**src/rtl/axi_wrr_arbiter.sv**
```systemverilog
// Weighted round-robin arbiter that locks each grant for a whole AXI burst.
// Define AXI_WRR_BACK2BACK_EN to hand over the grant on the completion edge with no idle cycle.
module axi_wrr_arbiter #(
  parameter int WID  = 16,
  parameter int AWID = $clog2(WID),
  parameter int WW   = 4
) (
  input  logic              clk,
  input  logic              rst_n,
  input  logic [WID-1:0]    requests,
  input  logic [WID*WW-1:0] weights,
  input  logic              accept,
  input  logic              last,
  output logic [WID-1:0]    grants,
  output logic [AWID-1:0]   pos,
  output logic              busy
);

  typedef enum logic {IDLE, LOCKED} state_t;

  state_t          state, nxt_state;
  logic [AWID-1:0] ptr, nxt_ptr;
  logic [WW-1:0]   credit, nxt_credit;
  logic [WID-1:0]  nxt_grants;
  logic [AWID-1:0] nxt_pos;
  logic            nxt_busy;

  // Pointer/credit as they stand after this cycle's completion, if any.
  logic [AWID-1:0] base_ptr;
  logic [WW-1:0]   base_credit;
  logic            done;

  logic            win_found;
  logic [AWID-1:0] win_idx;
  logic [WW-1:0]   win_weight;
  logic [WW-1:0]   win_load;
  int              idx;

  // NOTE: every always_comb output gets a default first so no path can infer a latch.
  always_comb begin
    done        = (state == LOCKED) && accept && last;
    base_ptr    = ptr;
    base_credit = credit;
    if (done) begin
      if (credit <= WW'(1)) begin
        base_ptr    = (pos == AWID'(WID - 1)) ? '0 : pos + 1'b1;
        base_credit = '0;
      end else begin
        base_ptr    = pos;
        base_credit = credit - 1'b1;
      end
    end

    // Circular search starting at base_ptr; wrap is modulo WID.
    win_found  = 1'b0;
    win_idx    = '0;
    win_weight = '0;
    idx        = 0;
    for (int i = 0; i < WID; i++) begin
      idx = int'(base_ptr) + i;
      if (idx >= WID) idx = idx - WID;
      if (!win_found && requests[idx]) begin
        win_found  = 1'b1;
        win_idx    = AWID'(idx);
        win_weight = weights[idx*WW +: WW];
      end
    end
    win_load = (win_weight == '0) ? WW'(1) : win_weight;

    nxt_state  = state;
    nxt_ptr    = ptr;
    nxt_credit = credit;
    nxt_grants = grants;
    nxt_pos    = pos;
    nxt_busy   = busy;

    if (done) begin
      nxt_ptr    = base_ptr;
      nxt_credit = base_credit;
      nxt_grants = '0;
      nxt_busy   = 1'b0;
      nxt_state  = IDLE;
    end

`ifdef AXI_WRR_BACK2BACK_EN
    if (win_found && (state == IDLE || done)) begin
`else
    if (win_found && state == IDLE) begin
`endif
      nxt_grants          = '0;
      nxt_grants[win_idx] = 1'b1;
      nxt_pos             = win_idx;
      nxt_busy            = 1'b1;
      nxt_state           = LOCKED;
      // A channel still holding credit keeps it; anyone else starts fresh.
      if (win_idx == base_ptr && base_credit != '0) begin
        nxt_ptr    = base_ptr;
        nxt_credit = base_credit;
      end else begin
        nxt_ptr    = win_idx;
        nxt_credit = win_load;
      end
    end
  end

  // NOTE: sequential state uses non-blocking assignments so all registers update together.
  always_ff @(posedge clk or negedge rst_n) begin
    if (!rst_n) begin
      state  <= IDLE;
      ptr    <= '0;
      credit <= '0;
      grants <= '0;
      pos    <= '0;
      busy   <= 1'b0;
    end else begin
      state  <= nxt_state;
      ptr    <= nxt_ptr;
      credit <= nxt_credit;
      grants <= nxt_grants;
      pos    <= nxt_pos;
      busy   <= nxt_busy;
    end
  end

endmodule

```
**config.mk**
```make
export PLATFORM = sky130hd
export DESIGN_NAME = axi_wrr_arbiter
export DESIGN_NICKNAME = d
export VERILOG_FILES = /design/src/rtl/axi_wrr_arbiter.sv
export SDC_FILE = /design/constraint.sdc
export NUM_CORES = 1
export LEC_CHECK = 0
export ABC_AREA = 1
export ABC_CLOCK_PERIOD_IN_PS = 6600
export BUFFER_PORTS_ARGS = -buffer_cell sky130_fd_sc_hd__buf_4
export CAP_MARGIN = 20
export CORE_ASPECT_RATIO = 0.5
export CORE_MARGIN = 1
export CORE_UTILIZATION = 45
export DETAILED_ROUTE_END_ITERATION = 12
export GPL_TIMING_DRIVEN = 0
export HOLD_SLACK_MARGIN = 0.06
export PLACE_DENSITY = 0.73
export SKIP_CTS_REPAIR_TIMING = 1
export SLEW_MARGIN = 25
export SYNTH_ARGS = -nofsm -noshare
export SYNTH_HDL_FRONTEND = slang
export SYNTH_SLANG_ARGS = --single-unit
```
**constraint.sdc**
```tcl
create_clock -name clk -period 6.6 [get_ports clk]
set_input_delay 1.32 -clock clk [delete_from_list [all_inputs] [get_ports clk]]
set_output_delay 1.32 -clock clk [all_outputs]
set_load 0.02 [all_outputs]
```
==> results of run 1 <==
how the worst max path moves through the flow:
| stage | from | end | slack [ns] | cells past startpoint |
|---|---|---|---|---|
| finish | last | grants[15] | 0.35 | 36 |
| floorplan | last | credit[1] | 0.92 | 39 |
| CTS | last | credit[0] | -0.49 | 32 |
| global placement | last | credit[0] | -0.67 | 32 |
| global route | last | credit[2] | -0.004 | 39 |
| detailed placement | last | credit[0] | -0.74 | 32 |
cell families (layout without fill, tap and decap cells):
logic type,Yosys count,after routing,synth area share (%)
and+or+nand+nor,712,712,46.3
muxes,3,3,0.437
DFF,29,29,10.6
adders and majority gates,13,13,2.37
buffers and inverters,209,318,12.5
AOI/OAI and AO/OA,326,326,26.2
xor gates and xnor gates,10,10,1.66
other,0,1,0
layer usage:
layer / track usage [%] / vias to the layer above
met5: 0 / -
met4: 7.68 / 0
met3: 11.4 / 35
met2: 58.2 / 522
met1: 50.9 / 4155
li1: - / 4499
area by class of cell:
| cell class | count | share of cell area, % |
|---|---|---|
| inverter | 140 | 6.52 |
| multi-input combinational | 1064 | 65.8 |
| sequential | 29 | 8.94 |
| tap | 198 | 3.05 |
| timing repair buffer | 106 | 9.81 |
| clock inverter | 3 | 0.216 |
| antenna | 1 | 0.0308 |
| clock buffer | 5 | 1.54 |
| buffer | 64 | 4.07 |
tightest hold or removal path, delay by kind of cell, from the launching register on:
family	cells	cell delay, ns
flip-flops	1	0.34
AND/OR/NAND/NOR	2	0.11
sequential cells by signal (all words and copies together), names as in the netlist:
signal	flops
credit	4
ptr	4
pos	4
grants	16
state	1
through the flow:
stage | setup WS [ns] | util (%)
final | 0.350 | 55.2
after global placement | -0.667 | 53.7
after detailed placement | -0.740 | 53.7
after floorplan | 0.919 | -
after global routing | -0.00365 | 55.2
after CTS | -0.488 | 54.7
cell usage in the layout, fill, tap and decap left out, drive strengths merged:
master,n
nand2,493
o21ai,244
inv,132
buf,126
nand3,95
nor2,83
clkbuf,49
dfrtp,29
nand4,26
a21oi,21
o211ai,21
ha,13
clkinv,10
a211oi,8
o21a,7
xor2,7
o22ai,6
nor3,6
a31oi,5
or2,4
a221oi,3
o2111ai,3
mux2i,3
xnor2,3
nor4,3
and2,2
a22oi,2
o211a,2
diode,1
a21o,1
a31o,1
o32ai,1
a41oi,1
clkinvlp,1
==> results by group, run 1 <==
Run status
  – Status: completed

Die
  – CORE AREA: 14,700 um2
  – Initial Util: 46.8%
  – Number of I/O pins: 105
  – Die Area: 15,800 um2
  – Die Wd: 177 um
  – Placement Rows: 31
  – Die H: 89.4 um

Drt
  – DRT iter0 DRCs: 904
  – Met3 wire len: 3940 um
  – Met1 WL: 13,300 um
  – Routed WL per cell: 18.3 um
  – Avg Vias per Cell: 5.72
  – Post-route ant nets: 0
  – First-pass DRT Iterations: 8
  – Top sig layer: met4
  – DRC: 0
  – Met2 Wirelength: 12,000 um
  – Post-Route WL: 29,500 um
  – Vias: 9,211

CTS
  – CTS H-Tree Depth: 2
  – Bufs on Longest Clock Path: 2
  – CTS sink cnt: 29
  – Worst skew pair latency: 0.27 ns
  – Root Driver: clkbuf_16
  – Clock transition at path regs: 0.05 ns
  – CTS tree: built
  – Number of buffers created by CTS: 5

STA
  – Max Slew Vio Count: 0
  – Final Hold Fails: 0
  – Final Cycle Share: 94.7%
  – Fmax: 160 MHz
  – Final setup viols: 0
  – Min Hold Slack: 0.485 ns
  – Skew final: 0.00462 ns
  – Setup TNS: 0 ns
  – Worst-Margin Slew: 0.892 ns
  – Relative slew slack: 40.5%
  – Final min period: 6.25 ns

Yosys
  – Yosys top cell area share: 25.2%
  – Most used flip-flop cell after synthesis: dfrtp_1
  – Number of synthesized register bits: 29
  – EDFF count, synth: 0
  – Top post-synthesis cells by area: nand2_1 (25%), o21ai_0 (17%), dfrtp_1 (11%)
  – Syn_nets: 1,399
  – Gate count after technology mapping: 1,302
  – Syn Area/Cell: 5.28 um2
  – Netlist cell types: 55
  – Syn. warnings: 0
  – Most common cell in the netlist: nand2_1
  – Mapped cell area: 6870 um2
  – Dominant cell type by area after synthesis: nand2_1
  – Seq/Total Area, Yosys: 10.6%
  – Most frequent cells after synthesis: nand2_1 (461), o21ai_0 (235), inv_1 (120), nand3_1 (87), nor2_1 (73)
  – Synth async-reset ratio: 100%

Placement
  – Port buffer count: 104
  – Routability cong.: 1.03
  – DP Cell Count: 1,604
  – Cell Area, Placed: 7900 um2
  – Hpwl dp: 24,100 um

Global route
  – Vias in the first global route: 8,033
  – GRT Util Overall: 37.4%
  – Antenna violations before repair: 0
  – First-pass GRT wire length: 44,500 um
  – Grt total ovfl: 0
  – Largest net degree at the start of global routing: 30

Setup path
  – R2r startpoint: credit[0]
  – Cell depth of the worst flop-to-flop path: 40
  – Nature of the critical path startpoint: input pin
  – Crit Path Category: in2reg
  – Buffers plus inverters on the worst setup path: 7
  – CP top delay family: simple AND/OR/NAND/NOR gates
  – Reg-to-reg endpoint: grants[15]
  – Slowest CP cell: clkbuf_2
  – Max FO, Critical Path: 13
  – Reg2Reg Setup Slack: 0.82 ns
  – Worst setup EP type: flip-flop
  – Worst EP arrival: 6.46 ns
  – Cell mode on critical path: nand2_1
  – Slowest stage delay, CP: 0.39 ns
  – CP required: 6.81 ns

Final layout
  – # nets final: 1,507
  – Finished Layout Cells: 1,610
  – Area growth, synth to finish: 18.1%
  – Fraction of layout cells with a size suffix above 1: 15.7%
  – Fillers: 1,569
  – Cell area after layout: 8120 um2
  – Multi-input logic area: 5340 um2
  – Register area: 726 um2

Hold path
  – Hold path cells: 2
  – HP Start: grants[2]
  – Worst hold path class: reg2reg
  – Hold path endpoint: grants[2]

Job
  – Max-cap violations: 0
Power of run 1 is not shown: default switching activity piles up to over one toggle a cycle in this logic, so the estimate is an artifact.
==> run 2: changes to the inputs <==
--- a/config.mk
+++ b/config.mk
@@ -16,6 +16,7 @@
 export GPL_TIMING_DRIVEN = 0
 export HOLD_SLACK_MARGIN = 0.06
 export PLACE_DENSITY = 0.73
+export RECOVER_POWER = 25
 export SKIP_CTS_REPAIR_TIMING = 1
 export SLEW_MARGIN = 25
 export SYNTH_ARGS = -nofsm -noshare
==> run 2 against run 1 <==
The run now ends with max-capacitance violations, max-slew violations left. Clock skew hardly changed. Clock-buffer cell count is the same. Critical path depth unchanged. Final cell count stayed put. Highest routed layer unchanged.
==> results by group, run 2 (synthesis results as in run 1) <==
Run status
  – Status: finished, violations left (was completed)
  – Failing checks: max-capacitance violations, max-slew violations

CTS
  – CTS tree: built (unchanged)
  – Root Driver: clkbuf_16 (unchanged)
  – Number of buffers created by CTS: 5 (unchanged)
  – Worst skew pair latency: 0.27 ns (about the same)
  – Bufs on Longest Clock Path: 2 (unchanged)
  – CTS H-Tree Depth: 2 (unchanged)
  – CTS sink cnt: 29 (unchanged)
  – Clock transition at path regs: 0.05 ns (about the same)

Final layout
  – Register area: 726 um2 (unchanged)
  – Most common cell after layout, fill and taps aside: nand2_1 (unchanged)
  – Fraction of layout cells with a size suffix above 1: 15.7% (about the same)
  – Commonest cells after routing, fill and taps aside: nand2_1 (459), o21ai_0 (232), inv_1 (120) (unchanged)
  – Final Util: 55.2% (about the same)
  – Area growth, synth to finish: 18.0% (was 18.1%)
  – Biggest register: grants (unchanged)
  – # nets final: 1,507 (unchanged)
  – Multi-input logic area: 5340 um2 (unchanged)
  – Max reg flops: 16 (unchanged)
  – Fillers: 1,571 (was 1,569)
  – Finished Layout Cells: 1,610 (unchanged)

Die
  – Die H: 89.4 um (unchanged)
  – Die Area: 15,800 um2 (unchanged)
  – Number of I/O pins: 105 (unchanged)
  – Die Wd: 177 um (unchanged)
  – CORE AREA: 14,700 um2 (unchanged)
  – Initial Util: 46.8% (unchanged)
  – Placement Rows: 31 (unchanged)

Drt
  – DRT iter0 DRCs: 904 (unchanged)
  – Routed WL per cell: 18.3 um (about the same)
  – Post-route ant nets: 0 (unchanged)
  – Vias: 9,214 (was 9,211)
  – Avg Vias per Cell: 5.72 (about the same)
  – DRC: 0 (unchanged)
  – Post-Route WL: 29,500 um (about the same)
  – First-pass DRT Iterations: 8 (unchanged)

Placement
  – Routability cong.: 1.03 (unchanged)
  – DP Cell Count: 1,604 (unchanged)
  – Port buffer count: 104 (unchanged)
  – Hpwl dp: 24,100 um (unchanged)

Hold path
  – Worst hold path class: reg2reg (unchanged)
  – HP Start: grants[2] (unchanged)
  – Hold path cells: 2 (unchanged)
  – Hold path endpoint: grants[2] (unchanged)

Setup path
  – Nature of the critical path startpoint: input pin (unchanged)
  – Worst EP arrival: 6.46 ns (about the same)
  – Reg-to-reg endpoint: grants[15] (unchanged)
  – Crit Path Category: in2reg (unchanged)
  – Cell depth of the worst flop-to-flop path: 40 (unchanged)
  – Slowest CP cell: clkbuf_2 (unchanged)
  – Cell mode on critical path: nand2_1 (unchanged)
  – R2r startpoint: credit[0] (unchanged)
  – Reg2Reg Setup Slack: 0.83 ns (was 0.82 ns)
  – CP required: 6.81 ns (about the same)
  – Worst setup EP type: flip-flop (unchanged)
  – Slowest stage delay, CP: 0.39 ns (about the same)
  – Max FO, Critical Path: 13 (unchanged)

Global route
  – Antenna violations before repair: 0 (unchanged)
  – GRT Util Overall: 37.4% (unchanged)
  – Grt total ovfl: 0 (unchanged)
  – First-pass GRT wire length: 44,500 um (unchanged)
  – Vias in the first global route: 8,033 (unchanged)
  – Largest net degree at the start of global routing: 30 (unchanged)

STA
  – Relative slew slack: -3.16% (was 40.5%)
  – Final setup viols: 0 (unchanged)
  – Worst-Margin Slew: 1.55 ns (was 0.892 ns)
  – Skew final: 0.00462 ns (about the same)
  – Final Cycle Share: 94.7% (about the same)
  – Max Slew Vio Count: 30 (was 0)
  – Final min period: 6.25 ns (about the same)
  – Final Hold Fails: 0 (unchanged)
  – Fmax: 160 MHz (about the same)

Job
  – Max-cap violations: 1 (was 0)
[run 2: changes by cell type in the layout (fill, tap and decap cells not counted)]
cell      previous run  this run
buf_4              111       110
clkbuf_1            31        32
[run 2: how the worst max path moves through the flow]
| stage | startpoint | to | slack, ns | depth (start not counted) |
|---|---|---|---|---|
| after global routing | last | credit[2] | -0.004 | 39 |
| after detailed placement | last | credit[0] | -0.74 | 32 |
| after floorplan | last | credit[1] | 0.92 | 39 |
| after global placement | last | credit[0] | -0.67 | 32 |
| final | last | grants[15] | 0.35 | 36 |
| after CTS | last | credit[0] | -0.49 | 32 |
[run 2: through the flow]
step | hold slack [ns] | cell area, um2 | setup TNS [ns] | worst slack, ns
5_1_grt | 0.511 | 8110 | -0.00365 | -0.00365
3_3_place_gp | 0.465 | 7900 | -11.56 | -0.667
4_1_cts | 0.486 | 8040 | -6.20 | -0.488
2_1_floorplan | 0.585 | 6870 | 0 | 0.919
3_5_place_dp | 0.467 | 7900 | -13.63 | -0.740
6_report | 0.485 | 8110 | 0 | 0.352
[run 2: area by class of cell]
class                           count  area share [%]
Buffer                             64            4.07
Inverter                          140            6.52
Clock inverter                      3           0.216
Antenna cell                        1          0.0308
Multi-Input combinational cell   1064            65.8
Sequential cell                    29            8.95
Clock buffer                        5            1.54
Timing Repair Buffer              106            9.76
Tap cell                          198            3.05
[run 2: worst max-delay path, delay by kind of cell]
kind | cells | cell delay (ns)
XOR/XNOR | 1 | 0.27
AO/OA/AOI/OAI | 3 | 0.26
adder cells (fa/ha/maj) | 1 | 0.24
buffers and inverters | 7 | 1.16
AND/OR/NAND/NOR | 24 | 3.20
[run 2: metal layers]
layer  global-route usage (%)  routed length (um)  vias up
li1                         -                   -     4498
met1                     50.9               13300     4156
met2                     58.2               11900      521
met3                     11.4                3920       39
met4                     7.68                 409        0
met5                        0                   0        -
Power of run 2 is left out for the same reason.
==> run 3: changes to the inputs <==
--- a/config.mk
+++ b/config.mk
@@ -17,6 +17,7 @@
 export HOLD_SLACK_MARGIN = 0.06
 export PLACE_DENSITY = 0.73
 export RECOVER_POWER = 25
+export REMOVE_ABC_BUFFERS = 1
 export SKIP_CTS_REPAIR_TIMING = 1
 export SLEW_MARGIN = 25
 export SYNTH_ARGS = -nofsm -noshare
==> run 3 against run 2 <==
The flow still finishes with violations (max-capacitance violations, max-slew violations). Utilization increased by 0.76 points. Highest routed layer unchanged. First-iteration DRC count is 4.5% higher. Die area stayed put. Final area up 1.4%. Non-clock buffer count shrank 34.
==> results by group, run 3 (synthesis results as in run 1) <==
Run status
  – Status: finished, violations left (unchanged)
  – Failing checks: max-capacitance violations, max-slew violations (unchanged)

Placement
  – Port buffer count: 104 (unchanged)
  – Routability cong.: 0.960 (was 1.03)
  – DP Cell Count: 1,537 (was 1,604)
  – Pre-CTS setup slack: -1.53 ns (was -0.740 ns)
  – Hpwl dp: 18,000 um (was 24,100 um)

STA
  – Final WS setup: 0.278 ns (was 0.352 ns)
  – RSZ-0062 raised after global routing: false
  – Final min period: 6.32 ns (was 6.25 ns)
  – Max Slew Vio Count: 30 (unchanged)
  – Skew final: 0.00692 ns (was 0.00462 ns)
  – Fmax: 158 MHz (was 160 MHz)
  – Final setup viols: 0 (unchanged)
  – Final Hold Fails: 0 (unchanged)
  – Relative slew slack: -2.98% (was -3.16%)
  – Min Hold Slack: 0.480 ns (was 0.485 ns)
  – Worst-Margin Slew: 1.54 ns (was 1.55 ns)
  – Final Cycle Share: 95.8% (was 94.7%)

CTS
  – CTS tree: built (unchanged)
  – CTS H-Tree Depth: 2 (unchanged)
  – Clock transition at path regs: 0.05 ns (about the same)
  – Number of buffers created by CTS: 5 (unchanged)
  – CTS sink cnt: 29 (unchanged)
  – Bufs on Longest Clock Path: 2 (unchanged)
  – Root Driver: clkbuf_16 (unchanged)
  – Worst skew pair latency: 0.28 ns (was 0.27 ns)

Setup path
  – Nature of the critical path startpoint: input pin (unchanged)
  – Cell mode on critical path: nand3_1 (was nand2_1)
  – CP required: 6.82 ns (was 6.81 ns)
  – Max FO, Critical Path: 74 (was 13)
  – Worst setup startpoint: last (unchanged)
  – Worst setup EP type: flip-flop (unchanged)
  – Slowest CP cell: nor2_1 (was clkbuf_2)
  – Slowest stage delay, CP: 0.34 ns (was 0.39 ns)
  – R2r startpoint: credit[0] (unchanged)
  – Cell depth of the worst flop-to-flop path: 33 (was 40)
  – Worst EP arrival: 6.54 ns (was 6.46 ns)
  – Crit Path Category: in2reg (unchanged)

Drt
  – Post-Route WL: 26,400 um (was 29,500 um)
  – Routed WL per cell: 16.7 um (was 18.3 um)
  – Avg Vias per Cell: 5.64 (was 5.72)
  – DRC: 0 (unchanged)
  – Vias: 8,911 (was 9,214)
  – DRT iter0 DRCs: 945 (was 904)
  – Post-route ant nets: 0 (unchanged)
  – First-pass DRT Iterations: 7 (was 8)

Final layout
  – Most common cell after layout, fill and taps aside: nand2_1 (unchanged)
  – Finished Layout Cells: 1,579 (was 1,610)
  – # nets final: 1,477 (was 1,507)
  – Area growth, synth to finish: 19.6% (was 18.0%)
  – Fraction of layout cells with a size suffix above 1: 17.6% (was 15.7%)
  – Commonest cells after routing, fill and taps aside: nand2_1 (455), o21ai_0 (234), buf_4 (131) (was nand2_1 (459), o21ai_0 (232), inv_1 (120))
  – Antenna fix cells: 0 (was 1)
  – Biggest register: grants (unchanged)
  – Max reg flops: 16 (unchanged)

Die
  – Die Wd: 177 um (unchanged)
  – Placement Rows: 31 (unchanged)
  – Initial Util: 46.8% (unchanged)
  – Number of I/O pins: 105 (unchanged)
  – Die H: 89.4 um (unchanged)
  – Die Area: 15,800 um2 (unchanged)
  – CORE AREA: 14,700 um2 (unchanged)

Global route
  – Antenna violations before repair: 0 (unchanged)
  – Largest net degree at the start of global routing: 75 (was 30)
  – Vias in the first global route: 7,172 (was 8,033)
  – GRT Util Overall: 30.3% (was 37.4%)
  – Grt total ovfl: 0 (unchanged)
  – First-pass GRT wire length: 37,400 um (was 44,500 um)

Hold path
  – Hold path cells: 2 (unchanged)
  – Worst hold path class: reg2reg (unchanged)
  – HP Start: grants[4] (was grants[2])

Job
  – Max-cap violations: 1 (unchanged)
[run 3: changes by cell type in the layout (fill, tap and decap cells not counted), sizes merged]
| cell | change |
|---|---|
| buf | +9 |
| clkbuf | -43 |
| nor2 | +1 |
| nand3 | +1 |
| inv | -4 |
| diode | -1 |
| clkinv | -1 |
| clkinvlp | +7 |
[run 3: path summary, 6_finish.rpt]
path	endpoint	slack, ns
max reg2reg	credit[0]	0.83
max in group asynchronous	state	4.28
min in group asynchronous	ptr[3]	1.42
min	grants[4]	0.48
max	credit[0]	0.28
min reg2reg	grants[4]	0.48
[run 3: worst max-delay path, delay by kind of cell]
family	cells	cell delay [ns]
compound gates	4	0.76
simple gates	16	2.48
fa+ha+maj	1	0.30
xor+xnor	1	0.32
buf+inv	9	1.29
[run 3: per-stage QoR]
step	util, %	TNS (ns)	area, um2
global route	55.9	0	8220
finish	55.9	0	8220
floorplan	-	-17.70	6550
detailed placement	52.1	-40.52	7650
global placement	51.5	-85.48	7570
CTS	53.0	-32.43	7800
[run 3: layout make-up]
cell class	instances	area, um2
clock inverters	3	17.5
inverters	140	567
flip-flops and latches	29	726
repair inverters	2	10.0
clock buffers	5	125
multi-input cells	1066	5480
fillers	1513	6480
repair buffers	136	1050
well taps	198	248
[run 3: per-layer routing]
metal  routed length, um  global-route usage, %  vias to the layer above
met5                   0                      0                        -
met4                 221                   5.80                        0
met3                2840                   3.02                       21
met2               11200                   47.6                      452
met1               12200                   44.9                     4005
li1                    -                      -                     4433
Power of run 3 is left out for the same reason.
